`src/rtl/qbert_jump_ctrl.sv`:
```
// Q*bert jump sequencer: turns one-hot direction requests into timed jump commands,
// tracks the cube position on the 7-row pyramid, visited map, lives and falls.
module qbert_jump_ctrl #(
  parameter int JUMP_CYCLES = 3_000_000,
  parameter int FALL_CYCLES = 50_000_000,
  parameter int LIVES       = 3,
  parameter int CNT_W       = 32
) (
  input  logic        clk,
  input  logic        reset,
  input  logic [3:0]  dir_req,
  output logic [3:0]  qbert_jump,
  output logic [2:0]  cube_row,
  output logic [2:0]  cube_col,
  output logic        landed,
  output logic        fell,
  output logic [27:0] visited,
  output logic [4:0]  visited_cnt,
  output logic [2:0]  lives,
  output logic        game_over,
  output logic        all_done
);

  // state  | meaning
  // IDLE   | waiting for a single-bit direction request
  // JUMP   | qbert_jump held, timer running down to the landing decision
  // LAND   | one-cycle landing pulse, position already updated
  // FALL   | target was off the pyramid, fell held for the fall time
  // OVER   | no lives left, terminal until reset
  // WIN    | all 28 cubes visited, terminal until reset
  localparam logic [2:0] S_IDLE = 3'd0;
  localparam logic [2:0] S_JUMP = 3'd1;
  localparam logic [2:0] S_LAND = 3'd2;
  localparam logic [2:0] S_FALL = 3'd3;
  localparam logic [2:0] S_OVER = 3'd4;
  localparam logic [2:0] S_WIN  = 3'd5;

  localparam logic [3:0] DIR_DR = 4'b0001;
  localparam logic [3:0] DIR_DL = 4'b0010;
  localparam logic [3:0] DIR_UR = 4'b0100;
  localparam logic [3:0] DIR_UL = 4'b1000;

  localparam logic [CNT_W-1:0] JUMP_LOAD = CNT_W'(JUMP_CYCLES - 1);
  localparam logic [CNT_W-1:0] FALL_LOAD = CNT_W'(FALL_CYCLES - 1);

  logic [2:0]       r_state;
  logic [3:0]       r_dir;
  logic [CNT_W-1:0] r_timer;

  logic              w_req_ok;
  logic              w_tmr_zero;
  logic signed [3:0] w_row_s;
  logic signed [3:0] w_col_s;
  logic signed [3:0] w_tgt_row;
  logic signed [3:0] w_tgt_col;
  logic              w_legal;
  logic [4:0]        w_tgt_idx;
  logic [27:0]       w_tgt_bit;
  logic              w_tgt_new;

  function automatic logic [4:0] cube_index(input logic [2:0] row, input logic [2:0] col);
    logic [4:0] base;
    case (row)
      3'd0:    base = 5'd0;
      3'd1:    base = 5'd1;
      3'd2:    base = 5'd3;
      3'd3:    base = 5'd6;
      3'd4:    base = 5'd10;
      3'd5:    base = 5'd15;
      3'd6:    base = 5'd21;
      default: base = 5'd0;
    endcase
    return base + {2'b00, col};
  endfunction

  assign w_req_ok   = (dir_req != 4'd0) && ((dir_req & (dir_req - 4'd1)) == 4'd0);
  assign w_tmr_zero = (r_timer == '0);
  assign w_row_s    = {1'b0, cube_row};
  assign w_col_s    = {1'b0, cube_col};

  // Signed 4-bit target so stepping up from row/col 0 shows up as negative
  always_comb begin
    w_tgt_row = w_row_s;
    w_tgt_col = w_col_s;
    case (r_dir)
      DIR_DR: begin
        w_tgt_row = w_row_s + 4'sd1;
        w_tgt_col = w_col_s + 4'sd1;
      end
      DIR_DL: begin
        w_tgt_row = w_row_s + 4'sd1;
      end
      DIR_UR: begin
        w_tgt_row = w_row_s - 4'sd1;
      end
      DIR_UL: begin
        w_tgt_row = w_row_s - 4'sd1;
        w_tgt_col = w_col_s - 4'sd1;
      end
      default: begin
        w_tgt_row = w_row_s;
        w_tgt_col = w_col_s;
      end
    endcase
  end

  assign w_legal   = (w_tgt_row >= 4'sd0) && (w_tgt_row <= 4'sd6) &&
                     (w_tgt_col >= 4'sd0) && (w_tgt_col <= w_tgt_row);
  assign w_tgt_idx = cube_index(w_tgt_row[2:0], w_tgt_col[2:0]);
  assign w_tgt_bit = 28'd1 << w_tgt_idx;
  assign w_tgt_new = ((visited & w_tgt_bit) == 28'd0);

  always_ff @(posedge clk or posedge reset) begin
    if (reset) begin
      r_state     <= S_IDLE;
      r_dir       <= 4'd0;
      r_timer     <= '0;
      qbert_jump  <= 4'd0;
      cube_row    <= 3'd0;
      cube_col    <= 3'd0;
      landed      <= 1'b0;
      fell        <= 1'b0;
      visited     <= 28'h0000001;
      visited_cnt <= 5'd1;
      lives       <= 3'(LIVES);
      game_over   <= 1'b0;
      all_done    <= 1'b0;
    end else begin
      landed <= 1'b0;
      case (r_state)
        S_IDLE: begin
          if (w_req_ok) begin
            r_dir      <= dir_req;
            qbert_jump <= dir_req;
            r_timer    <= JUMP_LOAD;
            r_state    <= S_JUMP;
          end
        end
        S_JUMP: begin
          if (w_tmr_zero) begin
            qbert_jump <= 4'd0;
            if (w_legal) begin
              cube_row <= w_tgt_row[2:0];
              cube_col <= w_tgt_col[2:0];
              visited  <= visited | w_tgt_bit;
              if (w_tgt_new) begin
                visited_cnt <= visited_cnt + 5'd1;
              end
              landed  <= 1'b1;
              r_state <= S_LAND;
            end else begin
              fell    <= 1'b1;
              r_timer <= FALL_LOAD;
              r_state <= S_FALL;
            end
          end else begin
            r_timer <= r_timer - 1'b1;
          end
        end
        S_LAND: begin
          if (visited_cnt == 5'd28) begin
            all_done <= 1'b1;
            r_state  <= S_WIN;
          end else begin
            r_state <= S_IDLE;
          end
        end
        S_FALL: begin
          if (w_tmr_zero) begin
            fell  <= 1'b0;
            lives <= lives - 3'd1;
            if (lives == 3'd1) begin
              game_over <= 1'b1;
              r_state   <= S_OVER;
            end else begin
              cube_row <= 3'd0;
              cube_col <= 3'd0;
              r_state  <= S_IDLE;
            end
          end else begin
            r_timer <= r_timer - 1'b1;
          end
        end
        S_OVER, S_WIN: begin
          r_state <= r_state;
        end
        default: begin
          r_state <= S_IDLE;
        end
      endcase
    end
  end

endmodule

```
`config.mk`:
```
export PLATFORM = sky130hd
export DESIGN_NAME = qbert_jump_ctrl
export DESIGN_NICKNAME = d
export VERILOG_FILES = /design/src/rtl/qbert_jump_ctrl.sv
export SDC_FILE = /design/constraint.sdc
export NUM_CORES = 1
export LEC_CHECK = 0
export BUFFER_PORTS_ARGS = -buffer_cell sky130_fd_sc_hd__buf_4
export CORE_ASPECT_RATIO = 1.1
export CORE_MARGIN = 2
export CORE_UTILIZATION = 59
export DETAILED_ROUTE_END_ITERATION = 10
export PLACE_DENSITY = 0.76
export SETUP_SLACK_MARGIN = 0.5
export SKIP_LAST_GASP = 1
export SLEW_MARGIN = 30
export SYNTH_ARGS = -nofsm -noshare
export SYNTH_HDL_FRONTEND = slang
export SYNTH_SLANG_ARGS = --single-unit
```
`constraint.sdc`:
```
create_clock -name clk -period 6.6 [get_ports clk]
set_input_delay 0.99 -clock clk [delete_from_list [all_inputs] [get_ports clk]]
set_output_delay 0.99 -clock clk [all_outputs]
set_load 0.01 [all_outputs]
```
======== Word level (Yosys, flattened, before mapping) ========
Cells that the tools add are included.
W data, S select, Z words.
storage, ports and cells
  logic and storage cells ................. 115
  input port bits ......................... 6
  register bits after elaboration ......... 89
  output and inout port bits .............. 50
cells by class
  bitwise gates (word level) .............. 4
  shift operators ......................... 1
  reductions and logical operators ........ 26
  add/sub/neg operators ................... 9
  multiplexer cells ....................... 33
  equal/unequal tests ..................... 25
  magnitude comparators ................... 4
operator list
  cell                     number
  $mux W32                 4
  $pmux W32 S3             1
  $mux W3                  11
  $logic_not A32 Y1        1
  $sub A32 B1 Y32 const B  1
  $pmux W5 S6              1
  $and A28 B28 Y28         1
  $logic_not A28 Y1        1
  $or A28 B28 Y28          1
  $shl A1 B5 Y28 const A   1
  $pmux W4 S2              3
  $reduce_and A4 Y1        4
  $eq A3 B3 Y1 const B     5
  $pmux W3 S5              1
  $ne A2 B2 Y1 const B     7
  $eq A3 B2 Y1 const B     4
  $pmux W3 S2              2
  $eq A3 B1 Y1 const B     3
  $reduce_and A3 Y1        3
  $add A3 B1 Y4 const B    2
  $ge A4 B1 Y1 const B     2
  $mux W4                  2
  $sub A3 B1 Y4 const B    2
  $mux W1                  7
  other kinds (24)         32

======== Depth between registers and ports, before layout ========
Gate-level depths: netlist of run 1.
  depth in word-level cells ............... 10
  gate-level depth with buffers ........... 21
  gate-level depth less buffers ........... 20

======== Worst setup path before layout of run 1 ========
OpenSTA, ideal clock, no wires.
  kind .................................... reg-to-reg
  start point ............................. reg cube_row[0]
  end point ............................... reg visited_cnt[1]
  stages on the path, launching flop included .. 19
  path slack .............................. 1.823 ns
  period minus slack after synthesis ...... 4.777 ns
  library setup time ...................... 0.125 ns
  required time ........................... 6.475 ns
  buffers on the path ..................... 2
  data arrival time ....................... 4.652 ns
  path through ............................ dfrtp_1 clkbuf_1 clkinv_1 fa_1 a21oi_2 or2_1 buf_4 inv_2 xnor2_1 ha_1 inv_1 fa_1 xor2_1 nor2_1 a22oi_1 mux2i_1 o41ai_4 nand4_2 mux2_4
between the ends
  cells in the longest elaborated chain, start to end .. 9
  elaborated cells between the ends (all ways) .. 21
  classes of those cells .................. add/sub (3); order compare (3); eq/ne (6); shift (1); mux (2); bitwise (1); reduce/logical (5)
ends and longest elaborated chain
  item                                                   line  source
  start: declaration                                     13    output logic [2:0] cube_row,
  start signal: assignment                               143   cube_row <= w_tgt_row[2:0];
  $sub A3 B1 Y4 / $add A3 B1 Y4 (equally long branches)  -
  $pmux W4 S2 (*)                                        85    case (r_dir)
  $eq A3 B3 Y1 (tied with other cells)                   63    case (row)
  $pmux W5 S6                                            63
  $add A5 B3 Y5                                          73    return base + {2'b00, col};
  $shl A1 B5 Y28                                         110   assign w_tgt_bit = 28'd1 << w_tgt_idx;
  $and A28 B28 Y28                                       111   assign w_tgt_new = ((visited & w_tgt_bit) == 28'd0);
  $logic_not A28 Y1                                      111
  $reduce_and A4 Y1 (no source line) (*)                 -
  end signal: assignment                                 147   visited_cnt <= visited_cnt + 5'd1;
  end: declaration                                       18    output logic [4:0] visited_cnt,
Mark *: on every way between the ends. The rest lies on a longest branch, timed or not.
A chain may end at the register's enable or synchronous reset.

======== Worst setup path in the final report of run 1 ========
  start point ............................. reg r_dir[3]
  end point ............................... reg visited_cnt[1]
between the ends
  cells in the longest elaborated chain, start to end .. 10
  elaborated cells between the ends (all ways) .. 27
  classes of those cells .................. add/sub (1); order compare (4); eq/ne (10); shift (1); mux (3); bitwise (1); reduce/logical (7)
ends and longest elaborated chain
  item                                    line  source
  start: declaration                      47    logic [3:0] r_dir;
  start signal: assignment                133   r_dir <= dir_req;
  $eq A4 B4 Y1 (tied with other cells)    85
  $reduce_or A2 Y1 (no source line)       -
  $pmux W4 S2                             85
  $eq A3 B3 Y1 (tied with other cells)    63
  $pmux W5 S6                             63
  $add A5 B3 Y5                           73
  $shl A1 B5 Y28                          110
  $and A28 B28 Y28                        111
  $logic_not A28 Y1                       111
  $reduce_and A4 Y1 (no source line) (*)  -
Marks and branches as above.

==> reports/results.ini, run 1 <==
[synth]
ys_seq_area_frac = 0.427
yosys.area.top_type_share = 0.407
async_flop_share = 1.00
postSynthAreaPerCell_um2 = 9.41
synth_edf_count = 0
yosys_register_bits = 89
synth_top_area_cell = dfrtp_1
netlist_area_um2 = 5230
syn_nets = 581
synth_top_flop_cell = dfrtp_1
ys.warnings.count = 0
ys_top_cells_by_area = dfrtp_1, xnor2_1, a21o_1
ys_types = 68
postSynthCellCount = 556

[grt]
grt.overflow.total = 0
grt_pass1_wl_um = 20600
grt.total_usage = 0.269
grt_pass1_vias = 4220
grt_max_degree = 90
antenna_found_initial = 0

[sta]
fin_crit_sh = 0.840
tightestPinTransition_ps = 804
max_freq_mhz = 180
fin_tns_setup_ps = 0
skew_ps = 16.0
setup_viol = 0
rsz0062_at_grt = no
min_period_ps = 5540
holdWs_ps = 481
final-hold-violation-count = 0
relSlewSlack = 0.462
slew_violations = 0

[critical_path]
crit_slowest_cell = xor2_1
crit_buf_inv = 3
r2r_setup_slack_ps = 1060
worst_setup_path_start_kind = flip-flop
reg2regPathDepth = 20
r2r_end = visited_cnt[1]
critPathTopFamily = simple AND/OR/NAND/NOR gates
timing.rr.start = r_dir[3]
crit_arrival_ps = 5810
cp_slowest_stage_delay_ps = 530
cp-end-kind = flip-flop
path_max_fanout = 9
path_cells = xnor2_1 > nor3_4 > inv_1 > fa_1 > a21oi_2 > or2_1 > inv_2 > xnor2_1 > ha_1 > inv_1 > fa_1 > xor2_1 > nor2_1 > nand2_1 > mux2i_1 > nand3_1 > o21ai_0 > o41ai_4 > nand4_2 > mux2_4
critical_path_class = flip-flop to flip-flop
crit_required_ps = 6860

[die]
fp.coreArea_um2 = 8740
dieArea_um2 = 9640
initial_utilization = 0.599
ioPinCount = 56
die_w_um = 93.8
num_rows = 36
die_h_um = 103

[finish]
syn2layout_area_growth_pct = 14.3
fillers = 700
layout_common_cells = dfrtp_1, buf_4, nand2_1, nor2_1, a21oi_1
drive_gt1_frac = 0.175
n_antenna_cell = 0
mostFrequentLayoutCell = dfrtp_1
layout.nets = 633

[place]
place_congestion = 0.886
dp_hpwl_um = 8960
port_buffers = 55

[clocking]
cts_htree_levels = 3
holdBufCountCts = 0
clock_sinks = 89
cts_setup_buffers = 0
cts_tree = built
root_buffer = clkbuf_8
clock_path_buffers = 2
clkTransAtPathRegs_ps = 110
cts_made_buffers = 9
cts_resized = 0
clock_latency_ps = 380

[detailed_routing]
first_iter_violations = 254
drc = 0
wl_um = 12600
wl_per_cell_um = 17.3
viasPerCell = 6.04
ant_nets = 0
drt_pass1_iterations = 4
vias = 4391

[hold_path]
hp-start = game_over
worstHoldEndpoint = game_over
hold_path_depth = 1
min_path_type = flip-flop to flip-flop

[status]
status = finished, final reports clean

[power]
power_density_nw_per_um2 = 195
ir_drop_mv = 0.141
p_leak_uw = 0.00280

[job]
maxCapViolations = 0

through the flow:
step	util	instances	power (µW)	setup slack [ps]	cell area (µm²)
6_report	0.684	727	1170	1060	5980
5_1_grt	0.684	727	1210	570	5980
4_1_cts	0.684	727	1170	1110	5980
3_5_place_dp	0.659	711	739	1150	5750
3_3_place_gp	0.658	711	734	1360	5750
2_1_floorplan	-	556	700	1820	5230
cell usage after synthesis (3+ instances only):
library cell / number
dfrtp_1: 85
nand2_1: 57
nor2_1: 41
a21oi_1: 40
a21o_1: 32
xnor2_1: 29
inv_1: 26
o21ai_0: 26
nor3_1: 18
clkbuf_1: 16
ha_1: 16
mux2i_1: 13
nand3_1: 13
or3_1: 9
nand4_1: 8
o21ai_1: 8
o31ai_1: 8
a31oi_1: 6
mux2_2: 6
nand2b_1: 6
a2111oi_0: 5
a211oi_1: 5
a22o_1: 5
nor2b_1: 5
or4_1: 5
a22oi_1: 4
and2_1: 4
dfstp_2: 4
and3_1: 3
fa_1: 3
nor4_1: 3
xor2_1: 3
flip-flops by register name, summed over array words and instances (netlist names):
name,cells
all_done,1
cube_col,3
cube_row,3
fell,1
game_over,1
landed,1
lives,3
qbert_jump,4
r_dir,4
r_state,3
r_timer,32
visited,28
visited_cnt,5
cells by family (layout without fill, tap and decap cells):
logic type               after synthesis  count (layout)  share of synthesized area
flip-flops                            89              89                      0.427
buffers and inverters                 47             104                     0.0347
XOR/XNOR                              34              34                     0.0598
adder cells (fa/ha/maj)               19              19                     0.0497
AO/OA/AOI/OAI                        159             159                      0.206
AND/OR/NAND/NOR                      188             188                      0.182
multiplexers                          20              20                     0.0406
report_power, final:
part           switching (µW)  total, µW  internal (µW)
clock                     219        437            218
sequential               9.18        563            554
combinational             111        168           56.7
cell type report:
class	instances	area, µm²	area share
clock buffer	9	124	0.0207
clock inverter	7	101	0.0169
tap	114	143	0.0239
sequential	89	2230	0.373
timing repair buffer	60	454	0.0760
multi-input combinational	420	2820	0.471
inverter	28	106	0.0178
how the worst max path moves through the flow:
stage | start | endpoint | slack [ps] | depth (start not counted)
finish | r_dir[3] | visited_cnt[1] | 1060 | 20
detailed placement | r_dir[3] | visited_cnt[1] | 1150 | 18
CTS | r_dir[3] | visited_cnt[1] | 1110 | 20
global placement | r_dir[3] | visited_cnt[1] | 1360 | 18
floorplan | cube_row[0] | visited_cnt[1] | 1820 | 18
global route | r_dir[3] | visited_cnt[1] | 570 | 20
metal layers:
metal | global-route usage | vias up | wire length (µm) | share of wire
li1 | - | 2104 | - | -
met1 | 0.362 | 2146 | 5470 | 0.43
met2 | 0.445 | 119 | 6320 | 0.50
met3 | 0.0307 | 22 | 548 | 0.043
met4 | 0.117 | 0 | 269 | 0.021
met5 | 0 | - | 0 | 0
No activity file was read; power rests on OpenSTA's default activity.
==> inputs of run 2 (changes only) <==
==> constraint.sdc (replaced) <==
create_clock -name clk -period 5.73 [get_ports clk]
set_input_delay 0.8595 -clock clk [delete_from_list [all_inputs] [get_ports clk]]
set_output_delay 0.8595 -clock clk [all_outputs]
set_load 0.01 [all_outputs]
==> run 2 against run 1 <==
  * Global-route usage is 0.45 points higher
  * Wire length is 2.2% higher
  * Sequential cell count stayed put
  * Worst setup slack worse by 260 ps
  * Critical path type unchanged
  * Critical endpoint unchanged
  * Largest cell class unchanged
  * Largest power group unchanged
==> reports/results.ini, run 2 (synthesis results as in run 1) <==
[detailed_routing]
wl_um = 12900  ; was 12600 µm
viasPerCell = 6.14  ; was 6.04
drt_pass1_iterations = 5  ; was 4
top_layer_used = met4  ; unchanged
wl_per_cell_um = 17.5  ; was 17.3 µm
drc = 0  ; unchanged
first_iter_violations = 219  ; was 254
drt-met1-wl_um = 5470  ; about the same
vias = 4521  ; was 4391
ant_nets = 0  ; unchanged
wl_met2_um = 6610  ; was 6320 µm
dr_wl_met3_um = 564  ; was 548 µm

[critical_path]
timing.rr.start = r_dir[3]  ; unchanged
critical_path_class = flip-flop to flip-flop  ; unchanged
path_max_fanout = 10  ; was 9
crit_required_ps = 6000  ; was 6860 ps
worst_setup_path_start_kind = flip-flop  ; unchanged
crit_path_start = r_dir[3]  ; unchanged
cp_slowest_stage_delay_ps = 640  ; was 530 ps
crit_arrival_ps = 5210  ; was 5810 ps
cp-end-kind = flip-flop  ; unchanged
path_cells = xnor2_1 > nor3_4 > inv_2 > fa_1 > a21oi_4 > or2_4 > inv_2 > xnor2_1 > ha_1 > inv_1 > fa_2 > nand2_1 > nor2_2 > nand2_1 > or4_1 > o21ai_1 > o41ai_4 > nand4_2 > mux2_4  ; was xnor2_1 > nor3_4 > inv_1 > fa_1 > a21oi_2 > or2_1 > inv_2 > xnor2_1 > ha_1 > inv_1 > fa_1 > xor2_1 > nor2_1 > nand2_1 > mux2i_1 > nand3_1 > o21ai_0 > o41ai_4 > nand4_2 > mux2_4
crit_slowest_cell = fa_2  ; was xor2_1

[clocking]
clkTransAtPathRegs_ps = 110  ; about the same
clock_sinks = 89  ; unchanged
holdBufCountCts = 0  ; unchanged
clock_latency_ps = 380  ; about the same
cts_tree = built  ; unchanged
root_buffer = clkbuf_8  ; unchanged
clock_path_buffers = 2  ; unchanged
cts_made_buffers = 9  ; unchanged
cts_htree_levels = 3  ; unchanged

[die]
die_h_um = 103  ; unchanged
fp.coreArea_um2 = 8740  ; unchanged
initial_utilization = 0.599  ; unchanged
dieArea_um2 = 9640  ; unchanged
die_w_um = 93.8  ; unchanged
num_rows = 36  ; unchanged
ioPinCount = 56  ; unchanged

[grt]
grt_max_degree = 90  ; unchanged
antenna_found_initial = 0  ; unchanged
grt_pass1_wl_um = 20900  ; was 20600 µm
grt_pass1_vias = 4345  ; was 4220
grt.overflow.total = 0  ; unchanged
grt.total_usage = 0.274  ; was 0.269

[finish]
layout_common_cells = dfrtp_1, buf_4, nand2_1, nor2_1, a21oi_1  ; unchanged
syn2layout_area_growth_pct = 16.2  ; was 14.3%
largest_reg_flops = 32  ; unchanged
final_area_um2 = 6080  ; was 5980 µm²
largestRegisters = r_timer: 32 flops, visited: 28 flops, visited_cnt: 5 flops  ; unchanged
n_antenna_cell = 0  ; unchanged
drive_gt1_frac = 0.201  ; was 0.175
top_register = r_timer  ; unchanged
fillers = 698  ; was 700
layout.nets = 642  ; was 633
mostFrequentLayoutCell = dfrtp_1  ; unchanged

[place]
dp_hpwl_um = 9150  ; was 8960 µm
place_area_um2 = 5760  ; was 5750 µm²
place_congestion = 0.864  ; was 0.886
port_buffers = 55  ; unchanged

[hold_path]
min_path_type = flip-flop to flip-flop  ; unchanged
hp-start = game_over  ; unchanged

[status]
status = finished, final reports clean  ; unchanged

[sta]
min_period_ps = 4940  ; was 5540 ps
fin_crit_sh = 0.862  ; was 0.840
skew_ps = 17.2  ; was 16.0 ps
setup_viol = 0  ; unchanged
tightestPinTransition_ps = 814  ; was 804 ps
fin_tns_setup_ps = 0  ; unchanged
final-hold-violation-count = 0  ; unchanged
max_freq_mhz = 203  ; was 180 MHz
relSlewSlack = 0.458  ; was 0.462
rsz0062_at_grt = no  ; unchanged
slew_violations = 0  ; unchanged

[power]
power_density_nw_per_um2 = 215  ; was 195 nW/µm²
ir_drop_mv = 0.135  ; was 0.141 mV
p_leak_uw = 0.00285  ; was 0.00280 µW

[job]
maxCapViolations = 0  ; unchanged

-- run 2: path summary, 6_finish.rpt --
check,depth (start not counted),slack [ps],endpoint
max,19,790,visited_cnt[1]
min in group asynchronous,3,680,visited[27]
max reg2reg,19,790,visited_cnt[1]
max in group asynchronous,3,4480,r_timer[19]
min reg2reg,1,480,game_over
min,1,480,game_over
-- run 2: power breakdown --
| part | switching [µW] | internal (µW) | leakage [µW] |
|---|---|---|---|
| clock | 266 | 172 | 0.0000981 |
| combinational | 139 | 82.0 | 0.00161 |
| sequential | 10.4 | 638 | 0.00114 |
-- run 2: cell type report --
class                   instances  area, µm²  area share
inverters                      28        106      0.0175
clock inverters                 7       75.1      0.0123
clock buffers                   9        124      0.0204
repair buffers                 69        522      0.0858
multi-input cells             420       2880       0.474
flip-flops and latches         89       2230       0.367
well taps                     114        143      0.0235
-- run 2: per-layer routing --
metal  up-vias  global-route usage
met5         -                   0
met4         0               0.111
met2       119               0.476
met3        18              0.0344
li1       2115                   -
met1      2269               0.348
-- run 2: metrics by stage --
step | std cells | hold slack, ps | setup WS [ps] | power, µW | util
5_1_grt | 736 | 507 | 461 | 1360 | 0.696
6_report | 736 | 482 | 793 | 1310 | 0.696
4_1_cts | 728 | 484 | 521 | 1290 | 0.684
3_3_place_gp | 712 | 455 | 482 | 845 | 0.659
3_5_place_dp | 712 | 458 | 225 | 853 | 0.659
2_1_floorplan | 556 | 462 | 953 | 806 | -
-- run 2: worst max-delay path: cells and delay by family, from the launching register on --
family / cells / cell delay (ps)
XOR/XNOR: 2 / 320
buffers and inverters: 3 / 330
multiplexers: 1 / 300
AO/OA/AOI/OAI: 3 / 340
AND/OR/NAND/NOR: 7 / 1680
flip-flops: 1 / 460
adder cells (fa/ha/maj): 3 / 1390
-- run 2: repair_timing --
| item | 4_1_cts | 5_1_grt |
|---|---|---|
| gates resized for setup | 3 | 9 |
| buffers inserted | 0 | 8 |
| pin swaps | 0 | 4 |
| endpoints found under the setup margin | 17 | 32 |
==> inputs of run 3 (changes only) <==
--- a/config.mk
+++ b/config.mk
@@ -10,7 +10,7 @@
 export CORE_MARGIN = 2
 export CORE_UTILIZATION = 59
 export DETAILED_ROUTE_END_ITERATION = 10
-export PLACE_DENSITY = 0.76
+export PLACE_DENSITY = 0.87
 export SETUP_SLACK_MARGIN = 0.5
 export SKIP_LAST_GASP = 1
 export SLEW_MARGIN = 30
==> run 3 against run 2 <==
  * Cell count fell by 0.54%
  * Power fell by 1.9%
  * Register-to-register slack got worse by 240 ps
  * Clock skew fell by 6.5 ps
  * Die area did not move
  * Sequential power barely moved
  * Critical path depth rose by 1
  * Count of clock-buffer cells in the layout rose by 1
  * Critical path type unchanged
  * Sequential share of layout area rose by 0.33 points
  * Wire length fell by 1.8%
  * Combinational power fell by 5%
==> reports/results.ini, run 3 (synthesis results as in run 1) <==
[detailed_routing]
vias = 4542  ; was 4521
wl_per_cell_um = 17.3  ; was 17.5 µm
first_iter_violations = 320  ; was 219
drc = 0  ; unchanged
ant_nets = 0  ; unchanged
viasPerCell = 6.20  ; was 6.14
wl_um = 12700  ; was 12900 µm
drt_pass1_iterations = 5  ; unchanged

[finish]
drive_gt1_frac = 0.191  ; was 0.201
layout_common_cells = dfrtp_1, buf_4, nand2_1, nor2_1, a21oi_1  ; unchanged
layout.nets = 638  ; was 642
largestRegisters = r_timer: 32 flops, visited: 28 flops, visited_cnt: 5 flops  ; unchanged
final_area_um2 = 6030  ; was 6080 µm²
n_antenna_cell = 0  ; unchanged
top_register = r_timer  ; unchanged
final_cell_count_no_fill = 732  ; was 736
largest_reg_flops = 32  ; unchanged
utilization = 0.690  ; was 0.696
syn2layout_area_growth_pct = 15.2  ; was 16.2%
mostFrequentLayoutCell = dfrtp_1  ; unchanged
fillers = 686  ; was 698

[critical_path]
crit_buf_inv = 3  ; unchanged
path_max_fanout = 12  ; was 10
r2r_setup_slack_ps = 550  ; was 790 ps
cp_slowest_stage_delay_ps = 650  ; was 640 ps
r2r_end = visited_cnt[1]  ; unchanged
cp-end-kind = flip-flop  ; unchanged
critical_path_class = flip-flop to flip-flop  ; unchanged
crit_slowest_cell = fa_2  ; unchanged
path_cells = xnor2_1 > nor3_4 > inv_1 > fa_1 > a21oi_2 > or2_4 > inv_2 > xnor2_1 > ha_1 > inv_1 > fa_2 > nand2b_1 > nor2_1 > nand2_1 > mux2i_1 > nand3_1 > o21ai_0 > o41ai_4 > nand4_2 > mux2_4  ; was xnor2_1 > nor3_4 > inv_2 > fa_1 > a21oi_4 > or2_4 > inv_2 > xnor2_1 > ha_1 > inv_1 > fa_2 > nand2_1 > nor2_2 > nand2_1 > or4_1 > o21ai_1 > o41ai_4 > nand4_2 > mux2_4
critPathTopFamily = adder cells  ; was simple AND/OR/NAND/NOR gates
crit_arrival_ps = 5430  ; was 5210 ps
timing.rr.start = r_dir[3]  ; unchanged
reg2regPathDepth = 20  ; was 19
worst_setup_path_start_kind = flip-flop  ; unchanged
crit_required_ps = 5980  ; was 6000 ps
critical_path_depth = 20  ; was 19

[die]
die_w_um = 93.8  ; unchanged
die_h_um = 103  ; unchanged
dieArea_um2 = 9640  ; unchanged
fp.coreArea_um2 = 8740  ; unchanged
initial_utilization = 0.599  ; unchanged
num_rows = 36  ; unchanged
ioPinCount = 56  ; unchanged

[hold_path]
hold_path_depth = 1  ; unchanged
min_path_type = flip-flop to flip-flop  ; unchanged
worstHoldEndpoint = game_over  ; unchanged
hp-start = game_over  ; unchanged

[sta]
relSlewSlack = 0.477  ; was 0.458
fin_tns_setup_ps = 0  ; unchanged
setup_viol = 0  ; unchanged
max_freq_mhz = 193  ; was 203 MHz
min_period_ps = 5180  ; was 4940 ps
tightestPinTransition_ps = 785  ; was 814 ps
final-hold-violation-count = 0  ; unchanged
skew_ps = 10.7  ; was 17.2 ps
fin_crit_sh = 0.904  ; was 0.862
slew_violations = 0  ; unchanged
rsz0062_at_grt = yes  ; was no

[clocking]
clkTransAtPathRegs_ps = 90  ; was 110 ps
root_buffer = clkbuf_8  ; unchanged
cts_made_buffers = 9  ; unchanged
clock_sinks = 89  ; unchanged
clock_latency_ps = 360  ; was 380 ps
cts_htree_levels = 3  ; unchanged
clock_path_buffers = 2  ; unchanged
cts_tree = built  ; unchanged

[power]
ir_drop_mv = 0.203  ; was 0.135 mV
power_density_nw_per_um2 = 213  ; was 215 nW/µm²
p_leak_uw = 0.00283  ; was 0.00285 µW

[place]
place_congestion = 0.929  ; was 0.864
place_inst = 711  ; was 712
place_area_um2 = 5750  ; was 5760 µm²
dp_hpwl_um = 8900  ; was 9150 µm
port_buffers = 55  ; unchanged

[status]
status = finished, final reports clean  ; unchanged

[grt]
antenna_found_initial = 0  ; unchanged
grt_max_degree = 90  ; unchanged
grt.overflow.total = 0  ; unchanged
grt_pass1_vias = 4277  ; was 4345
grt_pass1_wl_um = 20400  ; was 20900 µm
grt.total_usage = 0.268  ; was 0.274

[job]
maxCapViolations = 0  ; unchanged

-- run 3: cell count changes in the layout (fill, tap and decap cells not counted), moves of 2 or more --
cell,change
buf_4,-4
clkinv_2,+4
inv_8,-3
clkinv_4,-2
-- run 3: power by group --
group	total [µW]	leakage [µW]	internal, µW	switching, µW
Sequential	648	0.00114	637	10.5
Combinational	209	0.00159	74.5	134
Clock	425	0.000100	200	225
Total	1280	0.00283	912	369
-- run 3: final cells by class --
class,instances,area (µm²),share of cell area
timing repair buffer,65,492,0.0816
clock inverter,6,58.8,0.00976
tap,114,143,0.0237
clock buffer,10,128,0.0212
inverter,28,106,0.0176
sequential,89,2230,0.370
multi-input combinational,420,2870,0.476
-- run 3: how the worst max path moves through the flow --
stage | from | end | slack (ps)
floorplan | cube_row[0] | visited_cnt[1] | 950
global placement | r_dir[3] | visited_cnt[1] | 490
detailed placement | r_dir[3] | visited_cnt[1] | 230
CTS | r_dir[3] | visited_cnt[1] | 520
global route | r_dir[3] | visited_cnt[1] | 310
finish | r_dir[3] | visited_cnt[1] | 550
-- run 3: metal layers --
layer  vias up  routed length, µm  share of wire  global-route usage
met1      2221               5440           0.43               0.358
met4         0                318          0.025               0.116
met5         -                  0              0                   0
met2       182               6070           0.48               0.426
li1       2112                  -              -                   -
met3        27                831          0.066              0.0599
-- run 3: repair_timing --
item | in CTS | in global routing
pin swaps | 1 | 3
endpoints found under the setup margin | 5 | 18
cloned | 0 | 0
resized for setup | 4 | 5
hold buffers | 0 | 0
setup buffers | 0 | 5
-- run 3: worst reg2reg max path, delay by kind of cell (launching register included) --
kind	cells	cell delay, ps
adder cells (fa/ha/maj)	3	1350
AND/OR/NAND/NOR	7	1290
XOR/XNOR	2	380
flip-flops	1	460
multiplexers	2	420
buffers and inverters	3	350
AO/OA/AOI/OAI	3	850
-- run 3: per-stage QoR --
stage                     power (µW)  hold slack (ps)  worst slack, ps
after CTS                       1280              472              516
after floorplan                  806              462              953
after global routing            1340              504              315
final                           1280              470              549
after detailed placement         852              446              226
after global placement           843              441              494
